## config.mk

```make
export PLATFORM = sky130hd
export DESIGN_NAME = guess_game_ctrl
export DESIGN_NICKNAME = d
export VERILOG_FILES = /design/src/rtl/guess_game_pkg.sv /design/src/rtl/guess_score.sv /design/src/rtl/guess_game_ctrl.sv
export SDC_FILE = /design/constraint.sdc
export NUM_CORES = 1
export LEC_CHECK = 0
export ABC_CLOCK_PERIOD_IN_PS = 6600
export BUFFER_PORTS_ARGS = -buffer_cell sky130_fd_sc_hd__buf_2
export CAP_MARGIN = 20
export CORE_MARGIN = 2
export CORE_UTILIZATION = 30
export CTS_BUF_LIST = sky130_fd_sc_hd__clkbuf_8
export CTS_CLUSTER_DIAMETER = 50
export DETAILED_ROUTE_END_ITERATION = 10
export PLACE_DENSITY = 0.56
export SLEW_MARGIN = 20
export SYNTH_ARGS = -nofsm -noshare
export SYNTH_HDL_FRONTEND = slang
export SYNTH_HIERARCHICAL = 1
export SYNTH_SLANG_ARGS = --single-unit
```

## constraint.sdc

```tcl
create_clock -name clk -period 6.6 [get_ports clk]
set_input_delay 1.32 -clock clk [delete_from_list [all_inputs] [get_ports clk]]
set_output_delay 1.32 -clock clk [all_outputs]
set_load 0.01 [all_outputs]
```

## src/rtl/guess_game_pkg.sv

```systemverilog
`default_nettype none
// +--------------------------------------------------------------------+
// | guess_game_pkg                                                     |
// | Shared state encoding, colour constants and LFSR settings.         |
// | Rev 1.0                                                            |
// +--------------------------------------------------------------------+
package guess_game_pkg;

    typedef enum logic [2:0] {
        ST_IDLE = 3'd0,
        ST_WAIT = 3'd1,
        ST_CMP  = 3'd2,
        ST_WIN  = 3'd3,
        ST_LOSE = 3'd4
    } state_t;

    localparam logic [2:0] c_RGB_BLACK  = 3'b000;
    localparam logic [2:0] c_RGB_BLUE   = 3'b001;
    localparam logic [2:0] c_RGB_GREEN  = 3'b010;
    localparam logic [2:0] c_RGB_RED    = 3'b100;
    localparam logic [2:0] c_RGB_YELLOW = 3'b110;
    localparam logic [2:0] c_RGB_WHITE  = 3'b111;

    // Fibonacci form of x^16+x^14+x^13+x^11+1, state shifted right.
    localparam logic [15:0] c_LFSR_SEED = 16'hACE1;
    localparam logic [15:0] c_LFSR_TAPS = 16'h002D;

    function automatic logic [3:0] lfsr_digit(input logic [3:0] i_nib);
        return (i_nib > 4'd9) ? (i_nib - 4'd6) : i_nib;
    endfunction

endpackage
`default_nettype wire

```

## src/rtl/guess_score.sv

```systemverilog
`default_nettype none
// +--------------------------------------------------------------------+
// | guess_score                                                        |
// | Combinational exact (A) and misplaced (B) digit match counter.     |
// | Rev 1.0                                                            |
// +--------------------------------------------------------------------+
module guess_score #(
    parameter int NDIGIT = 3,
    parameter int CW     = $clog2(NDIGIT + 1)
) (
    input  logic [4*NDIGIT-1:0] i_guess,
    input  logic [4*NDIGIT-1:0] i_secret,
    output logic [CW-1:0]       o_a,
    output logic [CW-1:0]       o_b
);

    logic [3:0] w_g [NDIGIT];
    logic [3:0] w_s [NDIGIT];
    logic       w_found;

    for (genvar k = 0; k < NDIGIT; k++) begin : g_unpack
        assign w_g[k] = i_guess[4*k +: 4];
        assign w_s[k] = i_secret[4*k +: 4];
    end

    // A digit counts as misplaced if it appears at some other unmatched secret position.
    always_comb begin
        o_a     = '0;
        o_b     = '0;
        w_found = 1'b0;
        for (int i = 0; i < NDIGIT; i++) begin
            w_found = 1'b0;
            for (int j = 0; j < NDIGIT; j++) begin
                if ((w_g[i] == w_s[j]) && (w_g[j] != w_s[j]))
                    w_found = 1'b1;
            end
            if (w_g[i] == w_s[i])
                o_a = o_a + CW'(1);
            else if (w_found)
                o_b = o_b + CW'(1);
        end
    end

endmodule
`default_nettype wire

```

## src/rtl/guess_game_ctrl.sv

```systemverilog
`default_nettype none
// +--------------------------------------------------------------------+
// | guess_game_ctrl                                                    |
// | Number-guessing game FSM with A/B scoring and pixel overlay.       |
// | Option macro GUESS_LFSR_EN: secret drawn from internal LFSR.       |
// | Rev 1.0                                                            |
// +--------------------------------------------------------------------+
module guess_game_ctrl
    import guess_game_pkg::*;
#(
    parameter int NDIGIT  = 3,
    parameter int MAX_TRY = 8,
    parameter int BAR_W   = 16,
    parameter int HX0     = 200,
    parameter int HY0     = 100,
    parameter int HX1     = 440,
    parameter int HY1     = 140,
    parameter int PX0     = 200,
    parameter int PY0     = 300,
    parameter int PX1     = 440,
    parameter int PY1     = 340
) (
    input  logic                          clk,
    input  logic                          reset,
    input  logic [9:0]                    pix_x,
    input  logic [9:0]                    pix_y,
    input  logic [4*NDIGIT-1:0]           iNum,
    input  logic                          iNumRdy,
    input  logic                          iStart,
    input  logic [4*NDIGIT-1:0]           iSecret,
    output logic [$clog2(NDIGIT+1)-1:0]   oA,
    output logic [$clog2(NDIGIT+1)-1:0]   oB,
    output logic [3:0]                    oTries,
    output logic [2:0]                    oState,
    output logic                          oBad,
    output logic                          hint_on,
    output logic                          play_on,
    output logic                          rgb_on,
    output logic [2:0]                    out_rgb
);

    localparam int CW = $clog2(NDIGIT + 1);

    state_t              r_state;
    state_t              w_next;
    logic [4*NDIGIT-1:0] r_secret;
    logic [4*NDIGIT-1:0] r_guess;
    logic [4*NDIGIT-1:0] w_secret_src;
    logic [CW-1:0]       r_a;
    logic [CW-1:0]       r_b;
    logic [CW-1:0]       w_a;
    logic [CW-1:0]       w_b;
    logic [3:0]          r_tries;
    logic [3:0]          w_tries_inc;
    logic                r_bad;
    logic                w_bad;

`ifdef GUESS_LFSR_EN
    logic [15:0] r_lfsr;

    always_ff @(posedge clk or negedge reset) begin
        if (!reset)
            r_lfsr <= c_LFSR_SEED;
        else
            r_lfsr <= {^(r_lfsr & c_LFSR_TAPS), r_lfsr[15:1]};
    end

    // Digits beyond the fourth reuse the LFSR nibbles cyclically.
    for (genvar k = 0; k < NDIGIT; k++) begin : g_lfsr_digit
        assign w_secret_src[4*k +: 4] = lfsr_digit(r_lfsr[4*(k%4) +: 4]);
    end
`else
    assign w_secret_src = iSecret;
`endif

    guess_score #(
        .NDIGIT (NDIGIT),
        .CW     (CW)
    ) u_score (
        .i_guess  (r_guess),
        .i_secret (r_secret),
        .o_a      (w_a),
        .o_b      (w_b)
    );

    always_comb begin
        w_bad = 1'b0;
        for (int i = 0; i < NDIGIT; i++) begin
            if (iNum[4*i +: 4] > 4'd9)
                w_bad = 1'b1;
        end
    end

    assign w_tries_inc = (r_tries == 4'(MAX_TRY)) ? r_tries : (r_tries + 4'd1);

    always_ff @(posedge clk or negedge reset) begin
        if (!reset)
            r_state <= ST_IDLE;
        else
            r_state <= w_next;
    end

    always_comb begin
        w_next = r_state;
        case (r_state)
            ST_IDLE, ST_WIN, ST_LOSE: begin
                if (iStart)
                    w_next = ST_WAIT;
            end
            ST_WAIT: begin
                if (iNumRdy && !w_bad)
                    w_next = ST_CMP;
            end
            ST_CMP: begin
                if (w_a == CW'(NDIGIT))
                    w_next = ST_WIN;
                else if (w_tries_inc == 4'(MAX_TRY))
                    w_next = ST_LOSE;
                else
                    w_next = ST_WAIT;
            end
            default: w_next = ST_IDLE;
        endcase
    end

    always_ff @(posedge clk or negedge reset) begin
        if (!reset) begin
            r_secret <= '0;
            r_guess  <= '0;
            r_a      <= '0;
            r_b      <= '0;
            r_tries  <= '0;
            r_bad    <= 1'b0;
        end else begin
            case (r_state)
                ST_IDLE, ST_WIN, ST_LOSE: begin
                    if (iStart) begin
                        r_secret <= w_secret_src;
                        r_a      <= '0;
                        r_b      <= '0;
                        r_tries  <= '0;
                        r_bad    <= 1'b0;
                    end
                end
                ST_WAIT: begin
                    if (iNumRdy) begin
                        r_bad <= w_bad;
                        if (!w_bad)
                            r_guess <= iNum;
                    end
                end
                ST_CMP: begin
                    r_a     <= w_a;
                    r_b     <= w_b;
                    r_tries <= w_tries_inc;
                end
                default: ;
            endcase
        end
    end

    assign oA     = r_a;
    assign oB     = r_b;
    assign oTries = r_tries;
    assign oState = r_state;
    assign oBad   = r_bad;

    logic [31:0] w_px;
    logic [31:0] w_py;
    logic [31:0] w_bar_end;
    logic        w_hint;
    logic        w_play;
    logic [2:0]  w_rgb;
    logic        r_hint_on;
    logic        r_play_on;
    logic        r_rgb_on;
    logic [2:0]  r_rgb;

    assign w_px      = {22'd0, pix_x};
    assign w_py      = {22'd0, pix_y};
    assign w_bar_end = 32'(PX0) + 32'(r_tries) * 32'(BAR_W);
    assign w_hint    = (w_px >= 32'(HX0)) && (w_px <= 32'(HX1)) &&
                       (w_py >= 32'(HY0)) && (w_py <= 32'(HY1));
    assign w_play    = (w_px >= 32'(PX0)) && (w_px <= 32'(PX1)) &&
                       (w_py >= 32'(PY0)) && (w_py <= 32'(PY1));

    always_comb begin
        w_rgb = c_RGB_BLACK;
        if (w_hint) begin
            case (r_state)
                ST_IDLE: w_rgb = c_RGB_WHITE;
                ST_WIN:  w_rgb = c_RGB_GREEN;
                ST_LOSE: w_rgb = c_RGB_RED;
                default: w_rgb = c_RGB_YELLOW;
            endcase
        end else if (w_play && (w_px < w_bar_end)) begin
            w_rgb = c_RGB_BLUE;
        end
    end

    always_ff @(posedge clk or negedge reset) begin
        if (!reset) begin
            r_hint_on <= 1'b0;
            r_play_on <= 1'b0;
            r_rgb_on  <= 1'b0;
            r_rgb     <= c_RGB_BLACK;
        end else begin
            r_hint_on <= w_hint;
            r_play_on <= w_play;
            r_rgb_on  <= w_hint | w_play;
            r_rgb     <= w_rgb;
        end
    end

    assign hint_on = r_hint_on;
    assign play_on = r_play_on;
    assign rgb_on  = r_rgb_on;
    assign out_rgb = r_rgb;

endmodule
`default_nettype wire

```

==> results of run 1 <==
==> critical path, delay by kind of cell <==
kind | cells | cell delay (ps)
AO/OA/AOI/OAI | 1 | 320
multiplexers | 1 | 380
AND/OR/NAND/NOR | 2 | 540
buffers and inverters | 1 | 110
==> final timing paths <==
| kind | slack (ps) | end | depth (start not counted) |
|---|---|---|---|
| worst max-delay path | 4120 | r_guess[4] | 5 |
| worst min-delay path | 500 | oA[1] | 2 |
| worst max register to register | 4140 | oState[0] | 7 |
| worst min register to register | 500 | oA[1] | 2 |
| max in group asynchronous | 4850 | r_secret[9] | 1 |
| min in group asynchronous | 1170 | r_secret[2] | 1 |
==> layer usage <==
metal | vias up | routed length (µm) | global-route usage
li1 | 1008 | - | -
met1 | 1001 | 2850 | 0.170
met2 | 38 | 2730 | 0.203
met3 | 5 | 213 | 0.0265
met4 | 0 | 64 | 0.0348
met5 | - | 0 | 0
==> power groups by stage <==
stage	clock [mW]	sequential, mW	combinational (mW)
final	0.172	0.515	0.606
after global routing	0.185	0.534	0.674
after CTS	0.176	0.517	0.613
after detailed placement	0	0.522	0.610
after global placement	0	0.522	0.587
after floorplan	0	0.478	0.500
==> cell usage after synthesis (2+ instances only) <==
| cell type | instances | area, µm² |
|---|---|---|
| nor4b_1 | 2 | 17.5 |
| mux2i_1 | 3 | 30.0 |
| ha_1 | 12 | 150 |
| inv_1 | 8 | 30.0 |
| xnor2_2 | 3 | 48.8 |
| and3b_1 | 2 | 17.5 |
| mux2_2 | 14 | 158 |
| nor4_1 | 5 | 31.3 |
| nand2_1 | 24 | 90.1 |
| o21ai_0 | 11 | 55.1 |
| xor2_1 | 21 | 184 |
| a21o_1 | 2 | 15.0 |
| nand3_1 | 6 | 30.0 |
| a21oi_1 | 7 | 35.0 |
| o211ai_1 | 3 | 22.5 |
| o21ai_1 | 3 | 15.0 |
| and2_1 | 2 | 12.5 |
| nand2b_1 | 3 | 18.8 |
| mux2_4 | 10 | 150 |
| and4b_1 | 2 | 20.0 |
| dfrtp_1 | 42 | 1050 |
| nand4b_1 | 2 | 17.5 |
| buf_2 | 2 | 10.0 |
| or3_1 | 3 | 18.8 |
| nor2_1 | 8 | 30.0 |
| nand4_1 | 3 | 18.8 |
| xnor2_1 | 15 | 131 |
==> metrics by stage <==
stage	utilization	power (mW)
after floorplan	-	0.978
after global placement	0.358	1.11
after detailed placement	0.358	1.13
after CTS	0.369	1.31
after global routing	0.369	1.39
final	0.369	1.29
==> area by class of cell <==
class | instances | share of cell area
repair buffers | 66 | 0.104
flip-flops and latches | 42 | 0.328
inverters | 8 | 0.00938
clock inverters | 2 | 0.00274
well taps | 108 | 0.0422
multi-input cells | 189 | 0.487
clock buffers | 6 | 0.0258
==> registers in the layout, summed over array words and instances (netlist names) <==
name	cells
play_on	1
r_guess	12
r_secret	12
oB	2
oState	3
oA	2
out_rgb	3
oTries	4
oBad	1
rgb_on	1
hint_on	1
==> cell families (layout without fill, tap and decap cells) <==
group           after synthesis  in the layout  synth area share
fa+ha+maj                    12             12            0.0562
mux                          27             27             0.126
compound gates               37             37            0.0908
flops                        42             42             0.393
buf+inv                      13             82            0.0234
simple gates                 74             74             0.174
xor+xnor                     39             39             0.136
==> metrics.yaml, run 1 <==
cells_and_area:
  fillerInstances: 913
  final_cell_mix: "buf_2, dfrtp_1, nand2_1"
  drive_gt1_frac: 0.348
  area_growth_pct: 19.7
  finalInstanceArea_um2: 3200
  seqCellArea_um2: 1050
  antenna_cells: 0
  nets: 372
  final_cells: 421
  multi_input_area_um2: 1560
  layout_commonest_cell: "buf_2"
sta:
  skew_ps: 5.87
  fmax_ghz: 0.403
  whs_ps: 504
  tightest_slew_ps: 946
  final-hold-violation-count: 0
  max-slew-margin-rel: 0.369
  drv_slew: 0
  rsz0062_at_grt: "false"
  period_minus_slack_ps: 2480
  setup_viol: 0
  setup_ws_ps: 4120
  period_share: 0.376
  fin_tns_setup_ps: 0
cts:
  numCtsBuffers: 5
  cts_max_level: 2
  cts-hold-fix-buffers: 0
  cts_buffer_depth: 2
  cts_tree: "done"
  clk_transition_reported_paths_ps: 80
  cts.repair.resized: 0
  cts_root_buf: "clkbuf_8"
  cts_setup_buffers: 0
  clkLatencyLatePin_ps: 300
  clkSinkCount: 42
floorplanning:
  initial_utilization: 0.308
  dieArea_um2: 9680
  die_w_um: 98.4
  rows: 34
  dieHeight_um: 98.4
  io-pin-count: 66
  core-area_um2: 8680
placed_design:
  hpwlAfterDp_um: 4520
  place_ws_ps: 3840
  gp_congestion: 0.793
  port_buffers: 65
  dp.cells: 413
  placed_area_um2: 3110
routing:
  ant_nets: 0
  wirelength_um: 5850
  post_drt_wl_per_cell_um: 13.9
  vias_per_cell: 4.87
  drtIter0Drc: 55
  vias: 2052
  drcViolationCount: 0
  dr.pass1.iters: 4
logic_synthesis:
  ys_ff_latch: 42
  syn_area_um2: 2670
  synth.avg_cell_area_um2: 11.0
  synthesis.nets: 304
  ys_async_sr_fraction: 1.00
  synth_cells: 244
  ys_types: 53
  synth_flop_cell: "dfrtp_1"
  yosysSeqAreaShare: 0.393
  ys.warnings.count: 6
  synth_edf_count: 0
status:
  status: "complete, no violations"
pwr:
  internal_power_uw: 761
  switching_share: 0.412
  peakVddDrop_uv: 140
  combinationalPowerShare: 0.469
  pwr-share-seq: 0.398
  powerDensity_nw_per_um2: 404
  switching_power_uw: 532
  pwr-share-clk: 0.133
  power.leakage_nw: 1.53
setup_path:
  cp-end-kind: "flop"
  cp_max_fo: 12
  worst_path_largest_cell_delay_ps: 380
  crit_chain: "buf_2, o21ai_0, and3_1, nand2_2, mux2_4"
  startpoint_type: "primary input"
  worstSetupPathType: "in -> reg"
  rr_startpoint: "r_guess[0]"
  cpMaxStageDelayCell: "mux2_4"
  crit_path_start: "iNum[10]"
  cp.required_ps: 6780
  crit_arrival_ps: 2660
global_route:
  grt_usage: 0.125
  grt_max_degree: 43
  grt_pass1_wl_um: 9920
  grt_antenna_before_repair: 0
  overflow: 0
  grt_pass1_vias: 2052
hold_path:
  hold_class: "reg -> reg"
  hp-start: "oA[1]"
flow_run:
  max_cap_viol_count: 0
Note: power is estimated with default switching activity, not from simulation.
==> run 2: changes to the inputs <==
--- a/config.mk
+++ b/config.mk
@@ -5,7 +5,8 @@
 export SDC_FILE = /design/constraint.sdc
 export NUM_CORES = 1
 export LEC_CHECK = 0
-export ABC_CLOCK_PERIOD_IN_PS = 6600
+export ABC_AREA = 1
+export ABC_CLOCK_PERIOD_IN_PS = 2300
 export BUFFER_PORTS_ARGS = -buffer_cell sky130_fd_sc_hd__buf_2
 export CAP_MARGIN = 20
 export CORE_MARGIN = 2
@@ -13,7 +14,7 @@
 export CTS_BUF_LIST = sky130_fd_sc_hd__clkbuf_8
 export CTS_CLUSTER_DIAMETER = 50
 export DETAILED_ROUTE_END_ITERATION = 10
-export PLACE_DENSITY = 0.56
+export PLACE_DENSITY = 0.55
 export SLEW_MARGIN = 20
 export SYNTH_ARGS = -nofsm -noshare
 export SYNTH_HDL_FRONTEND = slang
==> constraint.sdc (replaced) <==
create_clock -name clk -period 2.3 [get_ports clk]
set_input_delay 0.46 -clock clk [delete_from_list [all_inputs] [get_ports clk]]
set_output_delay 0.46 -clock clk [all_outputs]
set_load 0.01 [all_outputs]
==> run 2 against run 1 <==
Effect of this change:
- critical path depth up 7
- clock power rose to 3.5 times the previous value
- critical path type is now reg -> reg
- core utilization up 0.77 points
- die area up 7.6%
==> metrics.yaml, run 2 <==
cells_and_area:
  area_growth_pct: 21.1
  final_util: 0.377  # +0.00775
  drive_gt1_frac: 0.241  # -0.107
  antenna_cells: 0  # unchanged
  layout_commonest_cell: "nand2_1"
  final_cell_mix: "nand2_1, buf_2, inv_1"
  nets: 519  # +40%
setup_path:
  cp-end-kind: "flop"
  cp.required_ps: 2500  # -4280 ps
  startpoint_type: "flop"
  crit_path_start: "r_guess[0]"
  crit_arrival_ps: 2240  # -420 ps
  rr_startpoint: "r_guess[0]"
  cp_max_fo: 4  # -8
  worstSetupPathType: "reg -> reg"
  reg2reg_slack_ps: 260  # -3880 ps
placed_design:
  hpwlAfterDp_um: 5620  # +24%
  port_buffers: 65  # unchanged
  gp_congestion: 0.869  # +9.7%
routing:
  wirelength_um: 6860  # +17%
  dr.pass1.iters: 4  # unchanged
  drcViolationCount: 0  # unchanged
  vias: 2591  # +26%
  vias_per_cell: 4.40  # -9.7%
  post_drt_wl_per_cell_um: 11.6  # -16%
  drtIter0Drc: 97  # +76%
  ant_nets: 0  # unchanged
floorplanning:
  die_w_um: 102  # +3.7%
  rows: 35  # +2.9%
  core-area_um2: 9280  # +7.0%
  initial_utilization: 0.311  # +0.00281
  io-pin-count: 66  # unchanged
  dieHeight_um: 102  # +3.7%
  dieArea_um2: 10400  # +7.6%
sta:
  drv_slew: 0  # unchanged
  fin_tns_setup_ps: 0  # unchanged
  max-slew-margin-rel: 0.645  # +0.275
  rsz0062_at_grt: "false"
  setup_viol: 0  # unchanged
  period_share: 0.888
  tightest_slew_ps: 533  # -413 ps
  final-hold-violation-count: 0  # unchanged
  period_minus_slack_ps: 2040
  fmax_ghz: 0.490
  skew_ps: 7.65  # +1.79 ps
logic_synthesis:
  ys_async_sr_fraction: 1.00  # unchanged
  synthesis.nets: 448  # +47%
  yosysTopAreaCell: "dfrtp_1"
  synthTopCellsByCount: "nand2_1, inv_1, dfrtp_1, nand3_1, nor2_1"
  synth_top_area_frac: 0.364  # -0.0290
  syn_area_um2: 2890  # +8.0%
  ys_types: 29  # -45%
  yosysSeqAreaShare: 0.364  # -0.0290
  synth_flop_cell: "dfrtp_1"
  synth_cells: 388  # +59%
  ys_ff_latch: 42  # unchanged
  synth_edf_count: 0  # unchanged
  ys.warnings.count: 6  # unchanged
  synth.avg_cell_area_um2: 7.44  # -32%
  synth_most_common_cell: "nand2_1"
  synthTopCellsByArea: "dfrtp_1, nand2_1, inv_1"
cts:
  cts-hold-fix-buffers: 0  # unchanged
  clkLatencyLatePin_ps: 300  # about the same
  cts_buffer_depth: 2  # unchanged
  cts_max_level: 2  # unchanged
  cts_tree: "done"
  clk_transition_reported_paths_ps: 90  # about the same
  cts_setup_buffers: 0  # unchanged
  clkSinkCount: 42  # unchanged
  cts_root_buf: "clkbuf_8"
  cts.repair.resized: 0  # unchanged
  numCtsBuffers: 5  # unchanged
hold_path:
  hold_class: "in -> async"
global_route:
  grt_antenna_before_repair: 0  # unchanged
  grt_usage: 0.141  # +0.0154
  grt_max_degree: 23  # -47%
  grt_pass1_vias: 2451  # +19%
  overflow: 0  # unchanged
  grt_pass1_wl_um: 11600  # +17%
pwr:
  powerDensity_nw_per_um2: 1210  # +200%
  peakVddDrop_uv: 586  # +320%
  power.leakage_nw: 1.90  # +24%
status:
  status: "complete, no violations"
flow_run:
  max_cap_viol_count: 0  # unchanged
run 2: cell count changes in the layout (fill, tap and decap cells not counted), sizes merged, moves of 12 or more:
cell / before / now
xor2: 21 / 5
nor2: 8 / 33
inv: 9 / 49
nand2: 25 / 138
mux2: 24 / 12
nand3: 6 / 33
run 2: logic make-up after synthesis:
group,count (synthesis),share of synthesized area
AO/OA/AOI/OAI,31,0.0590
XOR/XNOR,25,0.0759
adder cells (fa/ha/maj),12,0.0520
buffers and inverters,55,0.0772
flip-flops,42,0.364
multiplexers,12,0.0520
AND/OR/NAND/NOR,211,0.320
run 2: metrics by stage:
step	area (µm²)	cells	hold WS, ps	power (mW)	setup WS (ps)
after floorplan	2890	388	164	3.08	426
after global placement	3380	581	471	3.63	289
after detailed placement	3380	581	479	3.66	272
after CTS	3490	589	145	4.27	249
after global routing	3500	589	161	4.62	14.7
final	3500	589	126	4.24	259
run 2: critical path, stage by stage, from the launching register on:
cell and delay, ps:
dfrtp_1 440, xnor2_1 310, nand4_4 160, ha_1 330, xnor2_1 140, a21oi_1 140, nand2_1 60, nor2_1 80
nand2_1 70, nand2_1 60, nand2_1 50, nand2_1 50, nand2_1 40
run 2: final timing paths:
path,endpoint,cells after the start
setup / recovery,oState[0],12
hold / removal,r_secret[5],1
setup reg to reg,oState[0],12
hold reg to reg,oB[1],2
max in group asynchronous,oTries[2],2
min in group clk,r_secret[5],2
run 2: power breakdown:
part           switching (mW)  internal, mW  leakage, nW
clock                   0.276         0.323       0.0504
combinational            1.25         0.974         1.32
sequential              0.408          1.01        0.533
total                    1.93          2.31         1.90
run 2: area by class of cell:
type | count | area [µm²]
Fill cell | 1019 | 5790
Timing Repair Buffer | 69 | 368
Inverter | 50 | 188
Tap cell | 129 | 161
Clock inverter | 3 | 45.0
Multi-Input combinational cell | 291 | 1610
Sequential cell | 42 | 1050
Clock buffer | 5 | 68.8
run 2: metal layers:
| layer | vias up | track usage | share of wire |
|---|---|---|---|
| met4 | 0 | 0.0379 | 0.017 |
| met1 | 1178 | 0.205 | 0.50 |
| met3 | 9 | 0.0246 | 0.034 |
| li1 | 1358 | - | - |
| met2 | 46 | 0.215 | 0.45 |
| met5 | - | 0 | 0 |
==> run 3: changes to the inputs <==
--- a/config.mk
+++ b/config.mk
@@ -6,7 +6,7 @@
 export NUM_CORES = 1
 export LEC_CHECK = 0
 export ABC_AREA = 1
-export ABC_CLOCK_PERIOD_IN_PS = 2300
+export ABC_CLOCK_PERIOD_IN_PS = 1900
 export BUFFER_PORTS_ARGS = -buffer_cell sky130_fd_sc_hd__buf_2
 export CAP_MARGIN = 20
 export CORE_MARGIN = 2
==> constraint.sdc (replaced) <==
create_clock -name clk -period 1.9 [get_ports clk]
set_input_delay 0.38 -clock clk [delete_from_list [all_inputs] [get_ports clk]]
set_output_delay 0.38 -clock clk [all_outputs]
set_load 0.01 [all_outputs]
==> run 3 against run 2 <==
Effect of this change:
- the flow now finishes with violations (setup timing)
- clock-buffer cell count stayed put
- combinational power is 82% higher
- worst setup slack worse by 390 ps
- first-iteration DRC count down 25%
- sequential share of layout area shrank 3.7 points
- fmax rose by 0.52%
- largest cell class unchanged
- clock power grew 45%
==> metrics.yaml, run 3 (synthesis results as in run 2) <==
setup_path:
  worst_path_largest_cell_delay_ps: 420  # -20 ps
  cp_max_fo: 3  # -1
  startpoint_type: "flop"
  crit_chain: "xnor2_2, nand4_4, inv_2, o41ai_4, buf_4, ha_4, nand2_4, nand2_4, nand2_4, nand2_2, nand2_1, inv_1, nand2_1, nand2_1"
  reg2reg_slack_ps: -130  # -390 ps
  cp_num_buf_inv: 3  # +3
  cp.required_ps: 2100  # -400 ps
  crit_arrival_ps: 2230  # about the same
  critPathTopFamily: "simple AND/OR/NAND/NOR gates"
  cp-end-kind: "flop"
  cpMaxStageDelayCell: "dfrtp_1"
  worstSetupPathType: "reg -> reg"
pwr:
  powerDensity_nw_per_um2: 1630  # +35%
  peakVddDrop_uv: 575  # -1.9%
  power_mw: 6.54  # +54%
  power.leakage_nw: 2.19  # +15%
cts:
  cts_max_level: 2  # unchanged
  cts-hold-fix-buffers: 0  # unchanged
  clkSinkCount: 42  # unchanged
  clkLatencyLatePin_ps: 310  # about the same
  numCtsBuffers: 5  # unchanged
  clk_transition_reported_paths_ps: 90  # about the same
  cts_buffer_depth: 2  # unchanged
  cts_tree: "done"
  cts_root_buf: "clkbuf_8"
routing:
  drt-met1-wl_um: 3590  # +4.0%
  vias_per_cell: 4.36  # -0.94%
  top_layer_used: "met4"
  post_drt_wl_per_cell_um: 11.8  # +1.5%
  wl_met3_um: 260  # +12%
  wirelength_um: 7470  # +8.9%
  drcViolationCount: 0  # unchanged
  ant_nets: 0  # unchanged
  drtIter0Drc: 73  # -25%
  dr.pass1.iters: 4  # unchanged
  vias: 2754  # +6.3%
  met2WireLength_um: 3530  # +15%
sta:
  rsz0062_at_grt: "true"
  period_minus_slack_ps: 2030  # -10.5 ps
  final-hold-violation-count: 0  # unchanged
  tightest_slew_ps: 564  # +30.4 ps
  max-slew-margin-rel: 0.624  # -0.0203
  fmax_ghz: 0.492  # +0.52%
  drv_slew: 0  # unchanged
  setup_ws_ps: -131  # -390 ps
  period_share: 1.07  # +0.181
  skew_ps: 7.86  # +0.206 ps
  setup_viol: 5  # +5
floorplanning:
  dieHeight_um: 102  # unchanged
  initial_utilization: 0.311  # unchanged
  die_w_um: 102  # unchanged
  core-area_um2: 9280  # unchanged
  rows: 35  # unchanged
  dieArea_um2: 10400  # unchanged
  io-pin-count: 66  # unchanged
cells_and_area:
  final_cells: 632  # +7.3%
  nets: 562  # +8.3%
  layout_commonest_cell: "nand2_1"
  final_cell_mix: "nand2_1, buf_2, inv_1"
  area_growth_pct: 38.8
  drive_gt1_frac: 0.360  # +0.119
  fillerInstances: 961  # -5.7%
  antenna_cells: 0  # unchanged
placed_design:
  hpwlAfterDp_um: 5780  # +2.9%
  port_buffers: 65  # unchanged
  gp_congestion: 0.844  # -2.9%
  place_ws_ps: -149  # -421 ps
  dp.cells: 612  # +5.3%
global_route:
  grt_usage: 0.150  # +0.00969
  grt_antenna_before_repair: 0  # unchanged
  grt_pass1_vias: 2625  # +7.1%
  grt_max_degree: 26  # +13%
  grt_pass1_wl_um: 12400  # +6.6%
  overflow: 0  # unchanged
status:
  violations: "setup timing"
  status: "finished, violations left"
flow_run:
  max_cap_viol_count: 0  # unchanged
hold_path:
  hold_class: "in -> async"
run 3: cell types whose count changed in the layout (fill, tap and decap cells not counted), sizes merged:
cell      change
bufinv        +1
buf          +43
clkinvlp      -2
inv           +1
run 3: path summary, 6_finish.rpt:
path | startpoint | endpoint | depth (start not counted)
max in group asynchronous | reset | oA[0] | 2
worst max register to register | r_secret[1] | oB[1] | 14
worst min-delay path | reset | r_secret[8] | 1
min in group clk | iSecret[5] | r_secret[5] | 2
worst max-delay path | r_secret[1] | oB[1] | 14
worst min register to register | oB[1] | oB[1] | 2
run 3: metal layers:
metal / vias to the layer above / track usage
met2: 42 / 0.236
met5: - / 0
met1: 1259 / 0.216
met4: 0 / 0.0369
li1: 1446 / -
met3: 7 / 0.0253
run 3: per-stage QoR:
| stage | TNS (ps) | area (µm²) | hold slack, ps | util |
|---|---|---|---|---|
| 2_1_floorplan | 0 | 2890 | 84.4 | - |
| 3_3_place_gp | -243 | 3610 | 402 | 0.389 |
| 3_5_place_dp | -374 | 3610 | 408 | 0.389 |
| 4_1_cts | -265 | 3850 | 74.9 | 0.415 |
| 5_1_grt | -940 | 4010 | 81.9 | 0.432 |
| 6_report | -325 | 4010 | 50.8 | 0.432 |
run 3: worst reg2reg max path, stage by stage (launching register included):
cell and delay, ps:
dfrtp_1 420, xnor2_2 160, nand4_4 140, inv_2 70, o41ai_4 350, buf_4 170, ha_4 190, nand2_4 80
nand2_4 60, nand2_4 60, nand2_2 40, nand2_1 50, inv_1 30, nand2_1 50, nand2_1 50
run 3: area by class of cell:
cell class	instances	area (µm²)	share of cell area
Clock buffer	5	68.8	0.0172
Tap cell	129	161	0.0403
Sequential cell	42	1060	0.264
Inverter	50	188	0.0468
Multi-Input combinational cell	291	1750	0.437
Clock inverter	3	68.8	0.0172
Timing Repair Buffer	112	711	0.177
run 3: where the power goes:
part / switching (mW) / total, mW / internal (mW)
Clock: 0.344 / 0.871 / 0.527
Combinational: 2.03 / 4.03 / 2.00
Sequential: 0.403 / 1.64 / 1.23
run 3: timing repair:
item                       CTS  global route
pin swaps                    9            19
gates resized for setup     13            23
cloned                       0             0
setup endpoints to repair    5             6
buffers inserted             4             8
